===== config.mk =====
export PLATFORM = sky130hd
export DESIGN_NAME = gamepad_reader_flat
export DESIGN_NICKNAME = d
export VERILOG_FILES = /design/src/rtl/gamepad_reader_pkg.sv /design/src/rtl/gamepad_reader_if.sv /design/src/rtl/gamepad_reader_sync_2ff.sv /design/src/rtl/gamepad_reader.sv /design/src/flat_wrapper.sv
export SDC_FILE = /design/constraint.sdc
export NUM_CORES = 1
export LEC_CHECK = 0
export ABC_CLOCK_PERIOD_IN_PS = 3500
export CORE_ASPECT_RATIO = 1.4
export CORE_MARGIN = 2
export CORE_UTILIZATION = 27
export CTS_CLUSTER_SIZE = 16
export DETAILED_ROUTE_END_ITERATION = 8
export DONT_BUFFER_PORTS = 1
export SLEW_MARGIN = 30
export SYNTH_ARGS = -nofsm -noshare
export SYNTH_HDL_FRONTEND = slang
export SYNTH_SLANG_ARGS = --single-unit

===== constraint.sdc =====
create_clock -name clk -period 3.5 [get_ports clk]
set_input_delay 0.35 -clock clk [delete_from_list [all_inputs] [get_ports clk]]
set_output_delay 0.35 -clock clk [all_outputs]
set_load 0.01 [all_outputs]

===== src/rtl/gamepad_reader_pkg.sv =====
// rtl/gamepad_reader_pkg.sv - shared types and constants for the gamepad reader
package gamepad_reader_pkg;

    localparam int BUTTON_WORD_W = 16;

    typedef enum logic [2:0] {
        ST_IDLE   = 3'd0,
        ST_LATCH  = 3'd1,
        ST_SETTLE = 3'd2,
        ST_HIGH   = 3'd3,
        ST_LOW    = 3'd4,
        ST_FINISH = 3'd5
    } state_t;

    // SNES shift order: bit n of a button word is the nth bit clocked out
    localparam int BTN_B      = 0;
    localparam int BTN_Y      = 1;
    localparam int BTN_SELECT = 2;
    localparam int BTN_START  = 3;
    localparam int BTN_UP     = 4;
    localparam int BTN_DOWN   = 5;
    localparam int BTN_LEFT   = 6;
    localparam int BTN_RIGHT  = 7;
    localparam int BTN_A      = 8;
    localparam int BTN_X      = 9;
    localparam int BTN_L      = 10;
    localparam int BTN_R      = 11;

    function automatic logic [BUTTON_WORD_W-1:0] button_mask(input int count);
        return BUTTON_WORD_W'((33'h1 << count) - 33'h1);
    endfunction

endpackage


===== src/rtl/gamepad_reader_if.sv =====
// rtl/gamepad_reader_if.sv - host-side request/result bundle of the gamepad reader
interface gamepad_reader_if;
    import gamepad_reader_pkg::*;

    logic                     start;
    logic                     auto_en;
    logic                     frame_tick;
    logic [BUTTON_WORD_W-1:0] p1_buttons;
    logic [BUTTON_WORD_W-1:0] p2_buttons;
    logic                     busy;
    logic                     done;

    modport master (
        output start, auto_en, frame_tick,
        input  p1_buttons, p2_buttons, busy, done
    );

    modport slave (
        input  start, auto_en, frame_tick,
        output p1_buttons, p2_buttons, busy, done
    );

endinterface


===== src/rtl/gamepad_reader_sync_2ff.sv =====
// rtl/gamepad_reader_sync_2ff.sv - 1-bit two-flop synchronizer
module gamepad_reader_sync_2ff (
    input  logic clk,
    input  logic reset_n,
    input  logic d,
    output logic q
);

    logic meta;

    always_ff @(posedge clk or negedge reset_n) begin
        if (!reset_n) begin
            meta <= 1'b0;
            q    <= 1'b0;
        end else begin
            meta <= d;
            q    <= meta;
        end
    end

endmodule


===== src/rtl/gamepad_reader.sv =====
// rtl/gamepad_reader.sv - autonomous dual SNES pad serial reader
module gamepad_reader
    import gamepad_reader_pkg::*;
#(
    parameter int HALF_PERIOD  = 4,
    parameter int BUTTON_COUNT = 16
) (
    input  logic              clk,
    input  logic              reset_n,
    gamepad_reader_if.slave   host,
    input  logic              pad_data_p1,
    input  logic              pad_data_p2,
    output logic              pad_latch,
    output logic              pad_clk
);

    localparam int CW = $clog2(2 * HALF_PERIOD);
    localparam logic [CW-1:0] LATCH_LOAD = CW'(2 * HALF_PERIOD - 1);
    localparam logic [CW-1:0] HALF_LOAD  = CW'(HALF_PERIOD - 1);
    localparam logic [4:0]    LAST_K     = 5'(BUTTON_COUNT);

    state_t state, next_state;
    logic [CW-1:0]            phase;
    logic [4:0]               pulses;
    logic [4:0]               next_k;
    logic                     phase_done;
    logic                     req;
    logic                     data_p1, data_p2;
    logic                     sample_en;
    logic [3:0]               sample_idx;
    logic [BUTTON_WORD_W-1:0] sr_p1, sr_p2;

    gamepad_reader_sync_2ff u_sync_p1 (.clk(clk), .reset_n(reset_n), .d(pad_data_p1), .q(data_p1));
    gamepad_reader_sync_2ff u_sync_p2 (.clk(clk), .reset_n(reset_n), .d(pad_data_p2), .q(data_p2));

    assign req        = host.start | (host.auto_en & host.frame_tick);
    assign phase_done = (phase == '0);
    assign next_k     = pulses + 5'd1;

    always_comb begin
        next_state = state;
        sample_en  = 1'b0;
        sample_idx = 4'd0;
        case (state)
            ST_IDLE:   if (req) next_state = ST_LATCH;
            ST_LATCH:  if (phase_done) next_state = ST_SETTLE;
            ST_SETTLE: begin
                if (phase_done) begin
                    next_state = ST_HIGH;
                    sample_en  = 1'b1;
                end
            end
            ST_HIGH:   if (phase_done) next_state = ST_LOW;
            ST_LOW: begin
                // the sample after the final pulse lies past the last button and is dropped
                if (phase_done) begin
                    if (next_k == LAST_K) begin
                        next_state = ST_FINISH;
                    end else begin
                        next_state = ST_HIGH;
                        sample_en  = 1'b1;
                        sample_idx = next_k[3:0];
                    end
                end
            end
            ST_FINISH: next_state = ST_IDLE;
            default:   next_state = ST_IDLE;
        endcase
    end

    always_ff @(posedge clk or negedge reset_n) begin
        if (!reset_n) begin
            state <= ST_IDLE;
        end else begin
            state <= next_state;
        end
    end

    // pad pins and host flags are registered from next_state so they line up with the state
    always_ff @(posedge clk or negedge reset_n) begin
        if (!reset_n) begin
            phase           <= '0;
            pulses          <= '0;
            sr_p1           <= '0;
            sr_p2           <= '0;
            host.p1_buttons <= '0;
            host.p2_buttons <= '0;
            host.busy       <= 1'b0;
            host.done       <= 1'b0;
            pad_latch       <= 1'b0;
            pad_clk         <= 1'b0;
        end else begin
            if (next_state != state) begin
                phase <= (next_state == ST_LATCH) ? LATCH_LOAD : HALF_LOAD;
            end else if (!phase_done) begin
                phase <= phase - 1'b1;
            end

            if (state == ST_IDLE) begin
                pulses <= '0;
            end else if (state == ST_LOW && phase_done) begin
                pulses <= next_k;
            end

            if (sample_en) begin
                sr_p1[sample_idx] <= ~data_p1;
                sr_p2[sample_idx] <= ~data_p2;
            end

            if (next_state == ST_FINISH) begin
                host.p1_buttons <= sr_p1 & button_mask(BUTTON_COUNT);
                host.p2_buttons <= sr_p2 & button_mask(BUTTON_COUNT);
            end

            host.done <= (next_state == ST_FINISH);
            host.busy <= (next_state != ST_IDLE);
            pad_latch <= (next_state == ST_LATCH);
            pad_clk   <= (next_state == ST_HIGH);
        end
    end

endmodule

===== src/flat_wrapper.sv =====
// flat-port wrapper written by rule: the top's interface ports become plain ports
module gamepad_reader_flat import gamepad_reader_pkg::*;
#(
    parameter int HALF_PERIOD  = 4,
    parameter int BUTTON_COUNT = 16
)
  (clk, reset_n, pad_data_p1, pad_data_p2, pad_latch, pad_clk, host_start, host_auto_en, host_frame_tick, host_p1_buttons, host_p2_buttons, host_busy, host_done);
  gamepad_reader_if host_i ();
  input  logic clk;
  input  logic reset_n;
  input  logic pad_data_p1;
  input  logic pad_data_p2;
  output logic pad_latch;
  output logic pad_clk;
  input wire logic [$bits(host_i.start)-1:0] host_start;
  input wire logic [$bits(host_i.auto_en)-1:0] host_auto_en;
  input wire logic [$bits(host_i.frame_tick)-1:0] host_frame_tick;
  output wire logic [$bits(host_i.p1_buttons)-1:0] host_p1_buttons;
  output wire logic [$bits(host_i.p2_buttons)-1:0] host_p2_buttons;
  output wire logic [$bits(host_i.busy)-1:0] host_busy;
  output wire logic [$bits(host_i.done)-1:0] host_done;
  assign host_i.start = host_start;
  assign host_i.auto_en = host_auto_en;
  assign host_i.frame_tick = host_frame_tick;
  assign host_p1_buttons = host_i.p1_buttons;
  assign host_p2_buttons = host_i.p2_buttons;
  assign host_busy = host_i.busy;
  assign host_done = host_i.done;
  gamepad_reader #(.HALF_PERIOD(HALF_PERIOD), .BUTTON_COUNT(BUTTON_COUNT)) u_core (.clk(clk), .reset_n(reset_n), .host(host_i), .pad_data_p1(pad_data_p1), .pad_data_p2(pad_data_p2), .pad_latch(pad_latch), .pad_clk(pad_clk));
endmodule

* After elaboration in Yosys (flattened, before gate mapping)
Index checks and enable logic that the tools add are counted. W data, S select, Z words.
Word-level totals: output and inout port bits 36, logic and storage cells 62, register bits after elaboration 83
Cells by class: add/sub/neg operators 2, order comparisons 2, mux-type cells 23, reduce and logical (&&, ||, !) cells 6, bitwise gates (word level) 4, equality and inequality tests 10
Operators with widths (count):
- $bwmux W16 | 2
- $mux W3 | 9
- $pmux W3 S5 | 1
- $mux W4 | 3
- $mux W5 | 2
- $eq A3 B2 Y1 const B | 3
- $eq A3 B1 Y1 const B | 2
- $eq A3 B3 Y1 const B | 2
- $logic_not A3 Y1 | 2
- $add A5 B1 Y5 const B | 1
- $eq A5 B5 Y1 const B | 1
- $lt A4 B5 Y1 const B | 1
- $demux W1 S4 | 1
- $ge A4 B1 Y1 const B | 1
- $mux W1 | 4
- $ne A3 B3 Y1 | 1
- $reduce_bool A3 Y1 | 1
- $sub A3 B1 Y3 const B | 1
- $logic_and A1 B1 Y1 | 2
- $ne A2 B2 Y1 const B | 1
- $not A1 Y1 | 2
- $pmux W1 S2 | 1
- $reduce_bool A2 Y1 | 1
- $and A1 B1 Y1 | 1
- $or A1 B1 Y1 | 1

* Logic depth before layout (Yosys ltp)
word-level depth 10, depth in mapped cells 9, gate-level depth less buffers 7

* By module
From an unflattened synthesis, not the netlist that was laid out.
Unflattened totals: cell total of the unflattened synthesis 301, area, all modules 3568.4 sq um
Modules (own cells, without submodules):
- gamepad_reader | cells each 297, instances 1, seq. area each 1976.9 sq um, area each 3468.3 sq um
- gamepad_reader_sync_2ff | cells each 2, instances 2, seq. area each 50.0 sq um, area each 50.0 sq um

* Worst setup path before layout
Ideal clock, no wire load.
kind register to register, start point reg u_core.pulses[1], end point reg u_core.host.p1_buttons[12], period minus slack after synthesis 1959 ps, setup slack 1541 ps, arrival time 1834 ps, cell stages (with the launch flop) 9, buffers on the path 3, setup time 125 ps, cell sequence dfrtp_1 ha_1 clkbuf_2 nand2_1 or2_1 buf_2 nor2_8 buf_12 mux2_4
On the way: word-level cells in the longest chain between the ends 6
RTL lines:
- start: declaration | line gamepad_reader.sv:24 | logic [4:0] pulses;
- start signal: assignment | line gamepad_reader.sv:102 | pulses <= next_k;
- $add A5 B1 Y5 | line gamepad_reader.sv:38 | assign next_k = pulses + 5'd1;
- $eq A5 B5 Y1 | line gamepad_reader.sv:57 | if (next_k == LAST_K) begin
- $mux W3 | line gamepad_reader.sv:57
- $mux W3 | line gamepad_reader.sv:56 | if (phase_done) begin
- $pmux W3 S5 | line gamepad_reader.sv:44 | case (state)
- $eq A3 B3 Y1 | line gamepad_reader.sv:110 | if (next_state == ST_FINISH) begin
- end signal: assignment | line gamepad_reader.sv:111 | host.p1_buttons <= sr_p1 & button_mask(BUTTON_COUNT);
- end: declaration | line gamepad_reader_if.sv:20 | output p1_buttons, p2_buttons, busy, done
Every way passes these cells. A chain may end at the register's enable or synchronous reset.

* Worst setup path in the final report
start point reg u_core.pulses[0], end point reg u_core.host.p1_buttons[11]
The elaborated chain is that of the path after synthesis.

==> run metrics <==
Yosys Warn Count 0; DRC viols 0; Longest Clk Path Bufs 2; antenna violations before repair 2; Max stage delay on crit path 0.63 ns; cells along the critical path ha_1 -> nand2_1 -> or2_1 -> nor2_8 -> mux2_2; Top delay family on crit path simple AND/OR/NAND/NOR gates; Fin. Hold Viols 0; Clock Latency Late Sink 0.34 ns; setup TNS 0 ns; Root Driver clkbuf_16; critical path arrival 2.78 ns; clk slew on worst S/H paths 0.06 ns; Slew @ Worst Pin 0.738 ns; Post-DP Area 3900 sq um; Synth Cell Area 3830 sq um; cell count after synthesis 312; initial DRC count 105; Final setup viols 0; Net Count, Synth 322; I/O pin total 43; Die X 105 um; vias in the first global route 2318; required time of the worst setup path 3.73 ns; CTS tree yes; met3 usage 4.13%; Initial Utilization 27.6%; final setup margin 0.945 ns; share of layout cells above drive strength 1 20.1%; Max FO, Critical Path 33; design area 4260 sq um; vias post-DR 2286; Placer Congestion 0.813; met1 GRT Util 12.2%; GRT met2 Usage 16.7%; share of the synthesized area in the top cell type 54.2%; area of the multi-input gates 1500 sq um; P&R area growth vs syn 11.2%; first-pass GRT wire length 12400 um; # clock sinks 83; drt pass-1 iters 4; Final Power 2430 uW; setup bufs post-CTS 0; Max-Cap Viols 0; clock buffer count from CTS 9; Slew HR 50.8%; area of the core 13900 sq um; GRT Residual Overflow 0; dominant cell type by area after synthesis dfrtp_1; Synth Area per Inst 12.3 sq um; fin crit period 2.56 ns; Distinct cells, synth 51; Max VDD drop 0.000226 V; die area 15200 sq um; GR Util All Layers 10.5%; crit path kind reg -> reg; Final Cycle Share 73.0%; most frequent cell after synthesis dfrtp_1; Final #Nets 313; f_max 391 MHz; RSZ-0062 raised after global routing false; vias per std cell 4.62; Final Slew Violations 0; Worst Hold Class in -> reg; register area 2080 sq um; Startpoint Class register; hpwl dp 4970 um; Die Height 145 um; ys async rst share 100%; Synth Flop Type dfrtp_1; Synth area leaders dfrtp_1 (54%), mux2_4 (11%), mux2i_1 (5.0%); final wirelength 7540 um; fillers 1426; slowest CP cell nor2_8; Worst setup EP type register; H-tree levels 3; Leakage Power 0.00190 uW; Setup Skew 0.00859 ns; post-layout util 30.7%; PwrDens 570 nW/um^2; Yosys reg bits 83; wire length per cell 15.2 um; sequential fraction of the synthesis area 54.2%; pre-CTS WS 0.940 ns; site row count 51; status finished, final reports clean; critical path buffer and inverter count 0; Routed Antenna Nets 0; Commonest cells post-synth dfrtp_1 (83), mux2_4 (29), inv_1 (24), mux2i_1 (19), o21ai_0 (19); EDFF count, synth 0; GRT busiest layer met2; largest net degree at the start of global routing 84; # port buffers 0
cells in the final DEF (no fill, tap or decap), drive strengths merged, types with 6 or more instances in the layout:
| master | n |
|---|---|
| dfrtp | 83 |
| mux2 | 32 |
| inv | 24 |
| o21ai | 20 |
| mux2i | 19 |
| o31ai | 12 |
| nand2 | 12 |
| clkbuf | 12 |
| nor2 | 10 |
| a21oi | 8 |
| nand2b | 7 |
| nor3 | 6 |
per-layer routing:
layer  part of all wire, %  up-vias
li1                      -     1079
met1                    42     1135
met2                    49       61
met3                   6.7       11
met4                   2.3        0
met5                     0        -
worst reg2reg max path, delay by kind of cell, from the launching register on:
family                   cells  cell delay, ns
multiplexers                 1            0.42
adder cells (fa/ha/maj)      1            0.36
AND/OR/NAND/NOR              3            1.11
flip-flops                   1            0.54
what timing repair did:
action	CTS	global route
hold endpoints to repair	83	0
hold buffers	2	0
setup endpoints to repair	0	0
resized for setup	0	0
where the power goes:
group	switching, uW	internal, uW
logic	180	123
registers	88.9	1020
clock network	373	645
total	643	1790
area by class of cell:
type | instances | share of cell area (%)
Multi-Input combinational cell | 182 | 35.1
Clock inverter | 4 | 1.73
Tap cell | 185 | 5.43
Antenna cell | 2 | 0.117
Clock buffer | 12 | 5.78
Sequential cell | 83 | 48.7
Timing Repair Buffer | 3 | 1.06
Inverter | 24 | 2.11
cells by family (layout without fill, tap and decap cells):
group | count (synthesis) | in the layout | synth area share [%]
AOI/OAI and AO/OA | 69 | 69 | 11.9
adders and majority gates | 3 | 3 | 0.979
buffers and inverters | 47 | 43 | 6.82
DFF | 83 | 83 | 54.2
muxes | 51 | 51 | 17.2
other | 0 | 2 | 0
and+or+nand+nor | 59 | 59 | 8.91
stage by stage:
stage | cells | hold WS [ns]
global route | 494 | 0.0249
detailed placement | 475 | 0.0572
global placement | 475 | 0.0582
finish | 495 | 0.0337
floorplan | 312 | 0.0544
CTS | 493 | 0.0263
registers in the layout (all words and copies together) (netlist names):
signal	flops
u_core.u_sync_p2.meta	1
u_core.host.busy	1
u_core.phase	3
u_core.state	3
u_core.host.p1_buttons	16
u_core.pad_latch	1
u_core.u_sync_p1.q	1
u_core.host.done	1
u_core.host.p2_buttons	16
u_core.sr_p2	16
u_core.u_sync_p2.q	1
u_core.sr_p1	16
u_core.u_sync_p1.meta	1
u_core.pad_clk	1
u_core.pulses	5
path summary, 6_finish.rpt:
check | start | endpoint | slack, ns | cells after the start
setup / recovery | u_core.pulses[0] | u_core.host.p1_buttons[11] | 0.94 | 5
max in group asynchronous | reset_n | u_core.host.p1_buttons[5] | 2.59 | 2
hold reg to reg | u_core.u_sync_p1.meta | u_core.u_sync_p1.q | 0.35 | 0
min in group asynchronous | reset_n | u_core.host.p2_buttons[14] | 0.58 | 2
setup reg to reg | u_core.pulses[0] | u_core.host.p1_buttons[11] | 0.94 | 5
hold / removal | pad_data_p2 | u_core.u_sync_p2.meta | 0.03 | 0
Note: power is estimated with default switching activity, not from simulation.
